### config.mk
export PLATFORM = sky130hd
export DESIGN_NAME = enemy_wave_control_flat
export DESIGN_NICKNAME = d
export VERILOG_FILES = /design/src/rtl/enemy_wave_control_pkg.sv /design/src/rtl/enemy_wave_control_if.sv /design/src/rtl/enemy_wave_control_lowest_zero_pick.sv /design/src/rtl/enemy_wave_control.sv /design/src/flat_wrapper.sv
export SDC_FILE = /design/constraint.sdc
export NUM_CORES = 1
export LEC_CHECK = 0
export CAP_MARGIN = 20
export CORE_MARGIN = 2
export CORE_UTILIZATION = 40
export CTS_BUF_LIST = sky130_fd_sc_hd__clkbuf_4 sky130_fd_sc_hd__clkbuf_8
export CTS_CLUSTER_SIZE = 40
export DETAILED_ROUTE_END_ITERATION = 6
export SLEW_MARGIN = 20
export SYNTH_ARGS = -nofsm -noshare
export SYNTH_HDL_FRONTEND = slang
export SYNTH_SLANG_ARGS = --single-unit
### constraint.sdc
create_clock -name clock -period 5 [get_ports clock]
set_input_delay 0.5 -clock clock [delete_from_list [all_inputs] [get_ports clock]]
set_output_delay 0.5 -clock clock [all_outputs]
set_load 0.1 [all_outputs]
### src/rtl/enemy_wave_control_pkg.sv
// Shared types and helpers for the enemy wave controller.
package enemy_wave_control_pkg;

   typedef enum logic [1:0] {
      StIdle,
      StSpawn,
      StFight,
      StClear
   } wave_state_e;

   // Wave targets are kept within 1..n_planes so a wave always spawns something.
   function automatic int unsigned clamp_target(input int unsigned value,
                                                input int unsigned n_planes);
      if (value == 0) begin
         return 1;
      end
      if (value > n_planes) begin
         return n_planes;
      end
      return value;
   endfunction

endpackage

### src/rtl/enemy_wave_control_if.sv
// Control/status bundle between the game-state FSM, the wave controller and the draw path.
interface enemy_wave_control_if #(
   parameter int unsigned N_PLANES = 10,
   parameter int unsigned CNT_W    = 4,
   parameter int unsigned LVL_W    = 4
);
   logic                start;
   logic                abort;
   logic                tick;
   logic [CNT_W-1:0]    init_amount;
   logic [N_PLANES-1:0] kill;
   logic [N_PLANES-1:0] vis;
   logic [CNT_W-1:0]    active_count;
   logic [LVL_W-1:0]    level;
   logic                wave_clear;
   logic                busy;

   modport master (
      output start, abort, tick, init_amount, kill,
      input  vis, active_count, level, wave_clear, busy
   );

   modport slave (
      input  start, abort, tick, init_amount, kill,
      output vis, active_count, level, wave_clear, busy
   );
endinterface

### src/rtl/enemy_wave_control_lowest_zero_pick.sv
// Lowest-zero picker: one-hot of the lowest clear slot, plus a flag when every slot is taken.
module enemy_wave_control_lowest_zero_pick #(
   parameter int unsigned N_PLANES = 10
) (
   input  logic [N_PLANES-1:0] vis,
   output logic [N_PLANES-1:0] pick,
   output logic                none_free
);

   // Priority scan from bit 0 upward; none_free doubles as the "not yet found" flag.
   always_comb begin
      pick      = '0;
      none_free = 1'b1;
      for (int i = 0; i < N_PLANES; i++) begin
         if (none_free && !vis[i]) begin
            pick[i]   = 1'b1;
            none_free = 1'b0;
         end
      end
   end

endmodule

### src/rtl/enemy_wave_control.sv
// Enemy wave controller: paced spawning, kill handling and wave escalation for N_PLANES slots.
module enemy_wave_control
   import enemy_wave_control_pkg::*;
#(
   parameter int unsigned N_PLANES   = 10,
   parameter int unsigned CNT_W      = 4,
   parameter int unsigned SPAWN_GAP  = 30,
   parameter int unsigned CLEAR_HOLD = 60,
   parameter int unsigned LVL_W      = 4
) (
   input logic                 clock,
   input logic                 resetn,
   enemy_wave_control_if.slave bus
);

   localparam int unsigned GAP_W  = (SPAWN_GAP > 1) ? $clog2(SPAWN_GAP) : 1;
   localparam int unsigned HOLD_W = (CLEAR_HOLD > 1) ? $clog2(CLEAR_HOLD) : 1;
   localparam logic [GAP_W-1:0]  GAP_RELOAD = GAP_W'(SPAWN_GAP - 1);
   localparam logic [HOLD_W-1:0] HOLD_LAST  = HOLD_W'(CLEAR_HOLD - 1);
   localparam logic [CNT_W-1:0]  TARGET_MAX = CNT_W'(N_PLANES);
   localparam logic [LVL_W-1:0]  LEVEL_MAX  = '1;

   wave_state_e         state_q;
   logic [N_PLANES-1:0] vis_q;
   logic [CNT_W-1:0]    active_count_q;
   logic [CNT_W-1:0]    target_q;
   logic [CNT_W-1:0]    spawned_q;
   logic [LVL_W-1:0]    level_q;
   logic [GAP_W-1:0]    gap_q;
   logic [HOLD_W-1:0]   hold_q;
   logic                wave_clear_q;
   logic                busy_q;

   logic [N_PLANES-1:0] pick;
   logic                none_free;
   logic                spawn_due;
   logic [N_PLANES-1:0] spawn_bit;
   logic [N_PLANES-1:0] kill_eff;
   logic [N_PLANES-1:0] vis_next;
   logic [CNT_W-1:0]    spawned_next;
   logic [CNT_W-1:0]    count_next;

   enemy_wave_control_lowest_zero_pick #(
      .N_PLANES (N_PLANES)
   ) u_pick (
      .vis       (vis_q),
      .pick      (pick),
      .none_free (none_free)
   );

   // Next mask: kills clear bits, a due spawn sets the lowest free bit (spawn wins on its bit).
   always_comb begin
      spawn_due    = (state_q == StSpawn) && bus.tick && (gap_q == '0) &&
                     (spawned_q != target_q) && !none_free;
      spawn_bit    = spawn_due ? pick : '0;
      kill_eff     = ((state_q == StSpawn) || (state_q == StFight)) ? bus.kill : '0;
      vis_next     = (vis_q & ~kill_eff) | spawn_bit;
      spawned_next = spawned_q + CNT_W'(spawn_due);
   end

   // Popcount of the next mask so active_count lands in the same cycle as vis.
   always_comb begin
      count_next = '0;
      for (int i = 0; i < N_PLANES; i++) begin
         count_next = count_next + CNT_W'(vis_next[i]);
      end
   end

   // Wave FSM with registered outputs; abort behaves like a synchronous reset.
   always_ff @(posedge clock or negedge resetn) begin
      if (!resetn) begin
         state_q        <= StIdle;
         vis_q          <= '0;
         active_count_q <= '0;
         target_q       <= '0;
         spawned_q      <= '0;
         level_q        <= '0;
         gap_q          <= '0;
         hold_q         <= '0;
         wave_clear_q   <= 1'b0;
         busy_q         <= 1'b0;
      end else if (bus.abort) begin
         state_q        <= StIdle;
         vis_q          <= '0;
         active_count_q <= '0;
         target_q       <= '0;
         spawned_q      <= '0;
         level_q        <= '0;
         gap_q          <= '0;
         hold_q         <= '0;
         wave_clear_q   <= 1'b0;
         busy_q         <= 1'b0;
      end else begin
         wave_clear_q   <= 1'b0;
         vis_q          <= vis_next;
         active_count_q <= count_next;
         unique case (state_q)
            StIdle: begin
               if (bus.start) begin
                  target_q  <= CNT_W'(clamp_target(32'(bus.init_amount), N_PLANES));
                  level_q   <= LVL_W'(1);
                  spawned_q <= '0;
                  gap_q     <= '0;
                  busy_q    <= 1'b1;
                  state_q   <= StSpawn;
               end
            end
            StSpawn: begin
               if (bus.tick) begin
                  if (gap_q != '0) begin
                     gap_q <= gap_q - GAP_W'(1);
                  end else if (spawn_due) begin
                     gap_q <= GAP_RELOAD;
                  end
               end
               spawned_q <= spawned_next;
               if (spawned_next == target_q) begin
                  if (vis_next == '0) begin
                     state_q      <= StClear;
                     wave_clear_q <= 1'b1;
                     hold_q       <= '0;
                  end else begin
                     state_q <= StFight;
                  end
               end
            end
            StFight: begin
               if (vis_next == '0) begin
                  state_q      <= StClear;
                  wave_clear_q <= 1'b1;
                  hold_q       <= '0;
               end
            end
            StClear: begin
               if (bus.tick) begin
                  if (hold_q == HOLD_LAST) begin
                     target_q  <= (target_q >= TARGET_MAX) ? TARGET_MAX : target_q + CNT_W'(1);
                     level_q   <= (level_q == LEVEL_MAX) ? LEVEL_MAX : level_q + LVL_W'(1);
                     spawned_q <= '0;
                     gap_q     <= '0;
                     state_q   <= StSpawn;
                  end else begin
                     hold_q <= hold_q + HOLD_W'(1);
                  end
               end
            end
            default: state_q <= StIdle;
         endcase
      end
   end

   assign bus.vis          = vis_q;
   assign bus.active_count = active_count_q;
   assign bus.level        = level_q;
   assign bus.wave_clear   = wave_clear_q;
   assign bus.busy         = busy_q;

endmodule

### src/flat_wrapper.sv
// flat-port wrapper written by rule: the top's interface ports become plain ports
module enemy_wave_control_flat import enemy_wave_control_pkg::*;
#(
   parameter int unsigned N_PLANES   = 10,
   parameter int unsigned CNT_W      = 4,
   parameter int unsigned SPAWN_GAP  = 30,
   parameter int unsigned CLEAR_HOLD = 60,
   parameter int unsigned LVL_W      = 4
)
  (clock, resetn, bus_start, bus_abort, bus_tick, bus_init_amount, bus_kill, bus_vis, bus_active_count, bus_level, bus_wave_clear, bus_busy);
  enemy_wave_control_if #(.N_PLANES(N_PLANES), .CNT_W(CNT_W), .LVL_W(LVL_W)) bus_i ();
  input logic clock;
  input logic resetn;
  input wire logic [$bits(bus_i.start)-1:0] bus_start;
  input wire logic [$bits(bus_i.abort)-1:0] bus_abort;
  input wire logic [$bits(bus_i.tick)-1:0] bus_tick;
  input wire logic [$bits(bus_i.init_amount)-1:0] bus_init_amount;
  input wire logic [$bits(bus_i.kill)-1:0] bus_kill;
  output wire logic [$bits(bus_i.vis)-1:0] bus_vis;
  output wire logic [$bits(bus_i.active_count)-1:0] bus_active_count;
  output wire logic [$bits(bus_i.level)-1:0] bus_level;
  output wire logic [$bits(bus_i.wave_clear)-1:0] bus_wave_clear;
  output wire logic [$bits(bus_i.busy)-1:0] bus_busy;
  assign bus_i.start = bus_start;
  assign bus_i.abort = bus_abort;
  assign bus_i.tick = bus_tick;
  assign bus_i.init_amount = bus_init_amount;
  assign bus_i.kill = bus_kill;
  assign bus_vis = bus_i.vis;
  assign bus_active_count = bus_i.active_count;
  assign bus_level = bus_i.level;
  assign bus_wave_clear = bus_i.wave_clear;
  assign bus_busy = bus_i.busy;
  enemy_wave_control #(.N_PLANES(N_PLANES), .CNT_W(CNT_W), .SPAWN_GAP(SPAWN_GAP), .CLEAR_HOLD(CLEAR_HOLD), .LVL_W(LVL_W)) u_core (.clock(clock), .resetn(resetn), .bus(bus_i));
endmodule
== Word level (Yosys, flattened, before mapping) ==
Cells that the tools add are included.
Storage, ports and cells
  register bits: 41
  input port bits: 19
  output and inout port bits: 20
  logic and storage cells: 167
Cells by class
  add/subtract/negate cells: 14
  order comparisons: 2
  equal/unequal tests: 15
  mux-type cells: 83
  bitwise gates (word level): 3
  reductions and logical operators: 40
Operators with widths (number)
  4-bit two-way mux: 18
  1-bit two-way mux: 37
  4-bit by 1-bit adder with 4-bit output: 9
  5-bit two-way mux: 7
  10-bit two-way mux: 3
  6-bit two-way mux: 5
  3-bit != test, second input constant: 6
  6-bit case mux with 3 select lines: 1
  4-bit case mux with 2 select lines: 2
  5-bit case mux with 3 select lines: 1
  1-bit logical AND: 13
  2-bit two-way mux: 6
  4-bit case mux with 3 select lines: 1
  4-bit AND reduction: 3
  10-bit AND: 1
  1-bit logical NOT: 10
  10-bit logical NOT: 1
  10-bit inverter: 1
  10-bit bitwise OR: 1
  4-bit by 1-bit adder with 4-bit output, second input constant: 2
  2-bit case mux with 4 select lines: 1
  4-bit nonzero test: 2
  6-bit by 1-bit adder with 6-bit output, second input constant: 1
  6-bit equality test, second input constant: 1
  22 further kinds: 24

== Depth between registers and ports, before layout ==
  depth after elaboration: 33
  depth in mapped cells: 20
  depth with buffers taken out: 20

== Cells and area by module ==
From an unflattened synthesis, not the netlist that was laid out.
Unflattened totals
  cells, all modules: 295
  area, all modules: 2717.6 µm²
Modules (own cells, without submodules)
  enemy_wave_control: times used 1, cells an instance 277, area each 2606.2 µm², seq. area each 1026.0 µm²
  enemy_wave_control_lowest_zero_pick: times used 1, cells an instance 18, area each 111.4 µm², seq. area each 0.0 µm²

== Least setup slack after synthesis ==
No wires, ideal clock.
  path type: reg-to-reg
  start: reg u_core.vis_q[0] (netlist: u_core.bus.vis[0])
  end: reg u_core.active_count_q[2] (netlist: u_core.bus.active_count[2])
  library setup time: 132 ps
  data arrival time: 4636 ps
  required time: 4868 ps
  slack: 232 ps
  cell stages (with the launch flop): 17
  buffers on the path: 0
  clock period less this slack: 4768 ps
  path through: dfrtp_1 > nand4_1 > nor3_1 > nor3_2 > a21oi_1 > a31o_2 > ha_1 > inv_1 > fa_1 > fa_1 > inv_1 > fa_1 > inv_1 > fa_1 > fa_1 > xnor2_1 > nor2_1
Between the ends
  cells in the longest elaborated chain, start to end: 33
  elaborated cells between the ends (all ways): 44
  classes of those cells: 9 x add/sub; 22 x mux; 2 x bitwise; 11 x reduce/logical
Ends and longest elaborated chain
  start: declaration: line enemy_wave_control.sv:24  | logic [N_PLANES-1:0] vis_q;
  start signal: assignment: line enemy_wave_control.sv:95  | vis_q <= vis_next;
  1-bit two-way mux: line enemy_wave_control_lowest_zero_pick.sv:15  | if (none_free && !vis[i]) begin
  1-bit logical AND: line enemy_wave_control_lowest_zero_pick.sv:15
  1-bit two-way mux: line enemy_wave_control_lowest_zero_pick.sv:15
  1-bit logical AND: line enemy_wave_control_lowest_zero_pick.sv:15
  1-bit two-way mux: line enemy_wave_control_lowest_zero_pick.sv:15
  1-bit logical AND: line enemy_wave_control_lowest_zero_pick.sv:15
  1-bit two-way mux: line enemy_wave_control_lowest_zero_pick.sv:15
  1-bit logical AND: line enemy_wave_control_lowest_zero_pick.sv:15
  (+11 left out)
  1-bit logical NOT: line enemy_wave_control.sv:54  | (spawned_q != target_q) && !none_free;
  1-bit logical AND: line enemy_wave_control.sv:54
  10-bit two-way mux: line enemy_wave_control.sv:55  | spawn_bit = spawn_due ? pick : '0;
  10-bit bitwise OR *: line enemy_wave_control.sv:57  | vis_next = (vis_q & ~kill_eff) | spawn_bit;
  1-bit by 1-bit adder with 2-bit output: line enemy_wave_control.sv:65  | count_next = count_next + CNT_W'(vis_next[i]);
  4-bit by 1-bit adder with 4-bit output (7 in series): line enemy_wave_control.sv:65
  4-bit by 1-bit adder with 4-bit output *: line enemy_wave_control.sv:65
  4-bit two-way mux *: line enemy_wave_control.sv:82  | end else if (bus.abort) begin
  end signal: assignment: line enemy_wave_control.sv:96  | active_count_q <= count_next;
  end: declaration: line enemy_wave_control.sv:25  | logic [CNT_W-1:0] active_count_q;
Mark *: on every way between the ends. The rest lies on a longest branch, timed or not.
A chain may end at the register's enable or synchronous reset.

== Worst setup path after layout ==
  start: reg u_core.gap_q[0]
  end: reg u_core.active_count_q[2] (netlist: u_core.bus.active_count[2])
Between the ends
  cells in the longest elaborated chain, start to end: 16
Ends and longest elaborated chain
  start: declaration: line enemy_wave_control.sv:29  | logic [GAP_W-1:0] gap_q;
  start signal: assignment: line enemy_wave_control.sv:111  | gap_q <= gap_q - GAP_W'(1);
  5-bit logical NOT *: line enemy_wave_control.sv:53  | spawn_due = (state_q == StSpawn) && bus.tick && (gap_q == '0) &&
  1-bit logical AND * (2 in series): line enemy_wave_control.sv:53
  1-bit logical AND *: line enemy_wave_control.sv:54
  10-bit two-way mux *: line enemy_wave_control.sv:55
  10-bit bitwise OR *: line enemy_wave_control.sv:57
  1-bit by 1-bit adder with 2-bit output: line enemy_wave_control.sv:65
  4-bit by 1-bit adder with 4-bit output (7 in series): line enemy_wave_control.sv:65
  4-bit by 1-bit adder with 4-bit output *: line enemy_wave_control.sv:65
  4-bit two-way mux *: line enemy_wave_control.sv:82
Marks and branches as above.

==> metrics.txt <==
crit path max fanout=4; share of the cycle needed by the critical path after routing=0.928; core area=approximately 6700 µm²; Avg Inst Size Synth=approximately 9.2 µm²; CTS Buffer Depth=2; clk root buf=clkbuf_8; boundary pin count=39; Die W=roughly 87 µm; commonest cells after routing, fill and taps aside=dfrtp_1 (41), clkdlybuf4s50_1 (37), nor2_1 (33); reg-to-reg endpoint=u_core.bus.active_count[2]; Reg2Reg Depth=18; TritonCTS clock tree=done; layout cell share with drive strength beyond 1=0.0824; wire per inst=around 15 µm; Die H=between 80 and 90 µm; Mapped Area=approximately 2700 µm²; DP HPWL=4630 µm; Num Clock Sinks=about 40; Synth Area in Simple Gates=0.205; flops & latches, synth=41; global placement routability congestion=just over 0.8; Max Fclk=approximately 0.22 GHz; Pwr Density=~440 nW/µm²; initial antenna violation count=0; ys flop type=dfrtp_1; H-tree levels=2; Crit Path Class=reg2reg; final wirelength=just over 6000 µm; Final nets=~380; input/output buffers=38; Die ar.=7520 µm²; status=finished, final reports clean; Post-synth EDFFs=0; Slew Limit Fails=0; reg2reg start=u_core.gap_q[0]; final setup fails=0; FF-to-FF setup slack=0.36 ns; DR iter-0 viols=97; CP Launch Type=register; Seq/Total Area, Yosys=0.375; CP arrival=4.82 ns; most common cell after layout, fill and taps aside=dfrtp_1; Slew HR=0.342; Fin Clk Skew=roughly 0.0053 ns; Synth cell types=56; RSZ-0062 raised after global routing=false; GRT overflow=0; # diodes=0; Final min period=4.64 ns; count of final hold-check violations=0; # hold bufs at CTS=0; Syn Nets=between 300 and 400; post-CTS setup buffer count=0; first-pass GRT wire length=10400 µm; worst vdd rail ir drop=~0.14 mV; mux contribution to synthesized area=0.00366; Clock Latency Late Sink=~0.30 ns; number of max-cap violations=0; via density per instance=around 5.5; Leak=between 1 and 1.5 nW; Synth Area in Compound Gates=0.210; main combinational cell family by area after synthesis=compound AO/OA/AOI/OAI gates; largest net degree at the start of global routing=42; number of remaining DRC errors=0; vias in the first global route=~2.2k; Ys Warns=0; HP Class=in2async; Post-Syn Instances=296; clk slew on worst S/H paths=~0.08 ns; WP data required=a little over 5 ns; Slew @ Worst Pin=0.984 ns; number of fill cells=roughly 640; CP endpoint kind=register; final core utilization=0.493; Gates resized, CTS repair=0; post-route ant nets=0; num rows=30; Vias=between 2k and 2.5k; P&R area growth vs syn=21.0%; Adder-Cell Fraction of Synth Area=0.130; CTS buffer count=5; Setup TNS=0 ns; Pre-antenna DRT Iters=4; async set-or-reset flop fraction in the synthesized netlist=1.00; initial core utilization=0.407; XOR/XNOR share of the synthesized area=0.0316; Total GRT Usage=0.174
==> layer usage <==
layer  track usage  vias up  wire length, µm
li1              -     1146                -
met1         0.236     1120             2890
met2         0.295       54             3050
met3        0.0257        5              199
met4        0.0398        0               70
met5             0        -                0
==> state kept, by name (all words and copies together) (netlist names) <==
signal,flops
u_core.bus.active_count,4
u_core.spawned_q,4
u_core.bus.level,4
u_core.bus.vis,10
u_core.gap_q,5
u_core.bus.wave_clear,1
u_core.bus.busy,1
u_core.state_q,2
u_core.hold_q,6
u_core.target_q,4
==> kinds of logic (layout without fill, tap and decap cells) <==
group	count (synthesis)	in the layout
AO/OA/AOI/OAI	83	83
XOR/XNOR	9	9
multiplexers	1	1
AND/OR/NAND/NOR	105	105
adder cells (fa/ha/maj)	25	25
buffers and inverters	32	76
flip-flops	41	41
==> cell type report <==
type / instances / area [µm²] / share of cell area
clock inverter: 3 / 17.5 / 0.00529
tap: 80 / 100 / 0.0302
clock buffer: 5 / 68.8 / 0.0208
sequential: 41 / 1030 / 0.310
inverter: 24 / 90.1 / 0.0272
multi-input combinational: 223 / 1590 / 0.480
timing repair buffer: 44 / 420 / 0.127
==> metrics by stage <==
stage	instance area, µm²	setup slack [ns]	instances	total power [mW]	hold slack (ns)
after floorplan	2740	0.232	296	1.03	0.204
after global placement	3220	0.349	412	1.24	0.482
after detailed placement	3220	0.301	412	1.24	0.493
after CTS	3310	0.333	420	1.47	0.381
after global routing	3310	0.136	420	1.56	0.417
final	3310	0.362	420	1.45	0.337
==> worst max-delay path by stage <==
| stage | from | to | slack (ns) | depth (start not counted) |
|---|---|---|---|---|
| after floorplan | u_core.bus.vis[0] | u_core.bus.active_count[2] | 0.23 | 16 |
| after global placement | bus_tick | u_core.bus.active_count[2] | 0.35 | 16 |
| after detailed placement | bus_tick | u_core.bus.active_count[2] | 0.30 | 16 |
| after CTS | u_core.gap_q[0] | u_core.bus.active_count[2] | 0.33 | 18 |
| after global routing | u_core.gap_q[0] | u_core.bus.active_count[2] | 0.14 | 18 |
| final | u_core.gap_q[0] | u_core.bus.active_count[2] | 0.36 | 18 |
==> Yosys cell counts (3+ instances only) <==
cell,n,share of area
inv_1,24,0.033
xor2_1,4,0.013
nor3b_1,7,0.019
o2bb2ai_1,3,0.0096
o22a_1,3,0.0096
nor2b_1,5,0.011
dfrtp_1,41,0.38
a31oi_1,4,0.0091
a21oi_1,23,0.042
clkbuf_1,5,0.0069
ha_1,18,0.082
nand3_1,11,0.020
a211oi_1,3,0.0082
xnor2_1,4,0.013
o21ai_1,5,0.0091
a21boi_1,3,0.0082
o31ai_1,5,0.014
fa_1,6,0.044
nand2b_1,3,0.0069
a22o_1,4,0.013
o31a_1,3,0.0096
nor3_1,6,0.011
nor4_1,3,0.0069
o21ai_0,11,0.020
nand2_1,22,0.030
nor2_1,33,0.045
==> critical path: stages (launching register included) <==
cell     delay, ns
dfrtp_1       0.41
inv_1         0.09
ha_1          0.17
nor4b_2       0.32
nand3_2       0.18
nor3_2        0.21
a21oi_1       0.09
a31o_2        0.24
ha_1          0.29
inv_1         0.07
fa_1          0.42
fa_1          0.50
inv_1         0.05
fa_1          0.47
inv_1         0.05
fa_1          0.39
fa_1          0.39
xnor2_1       0.14
nor2_1        0.05
==> power by group <==
group / total, mW / switching [mW] / internal [mW] / leakage [nW]
combinational: 0.783 / 0.499 / 0.284 / 0.845
clock: 0.219 / 0.123 / 0.0965 / 0.0439
sequential: 0.446 / 0.0637 / 0.383 / 0.560
Power figures use the tool's default switching activity.
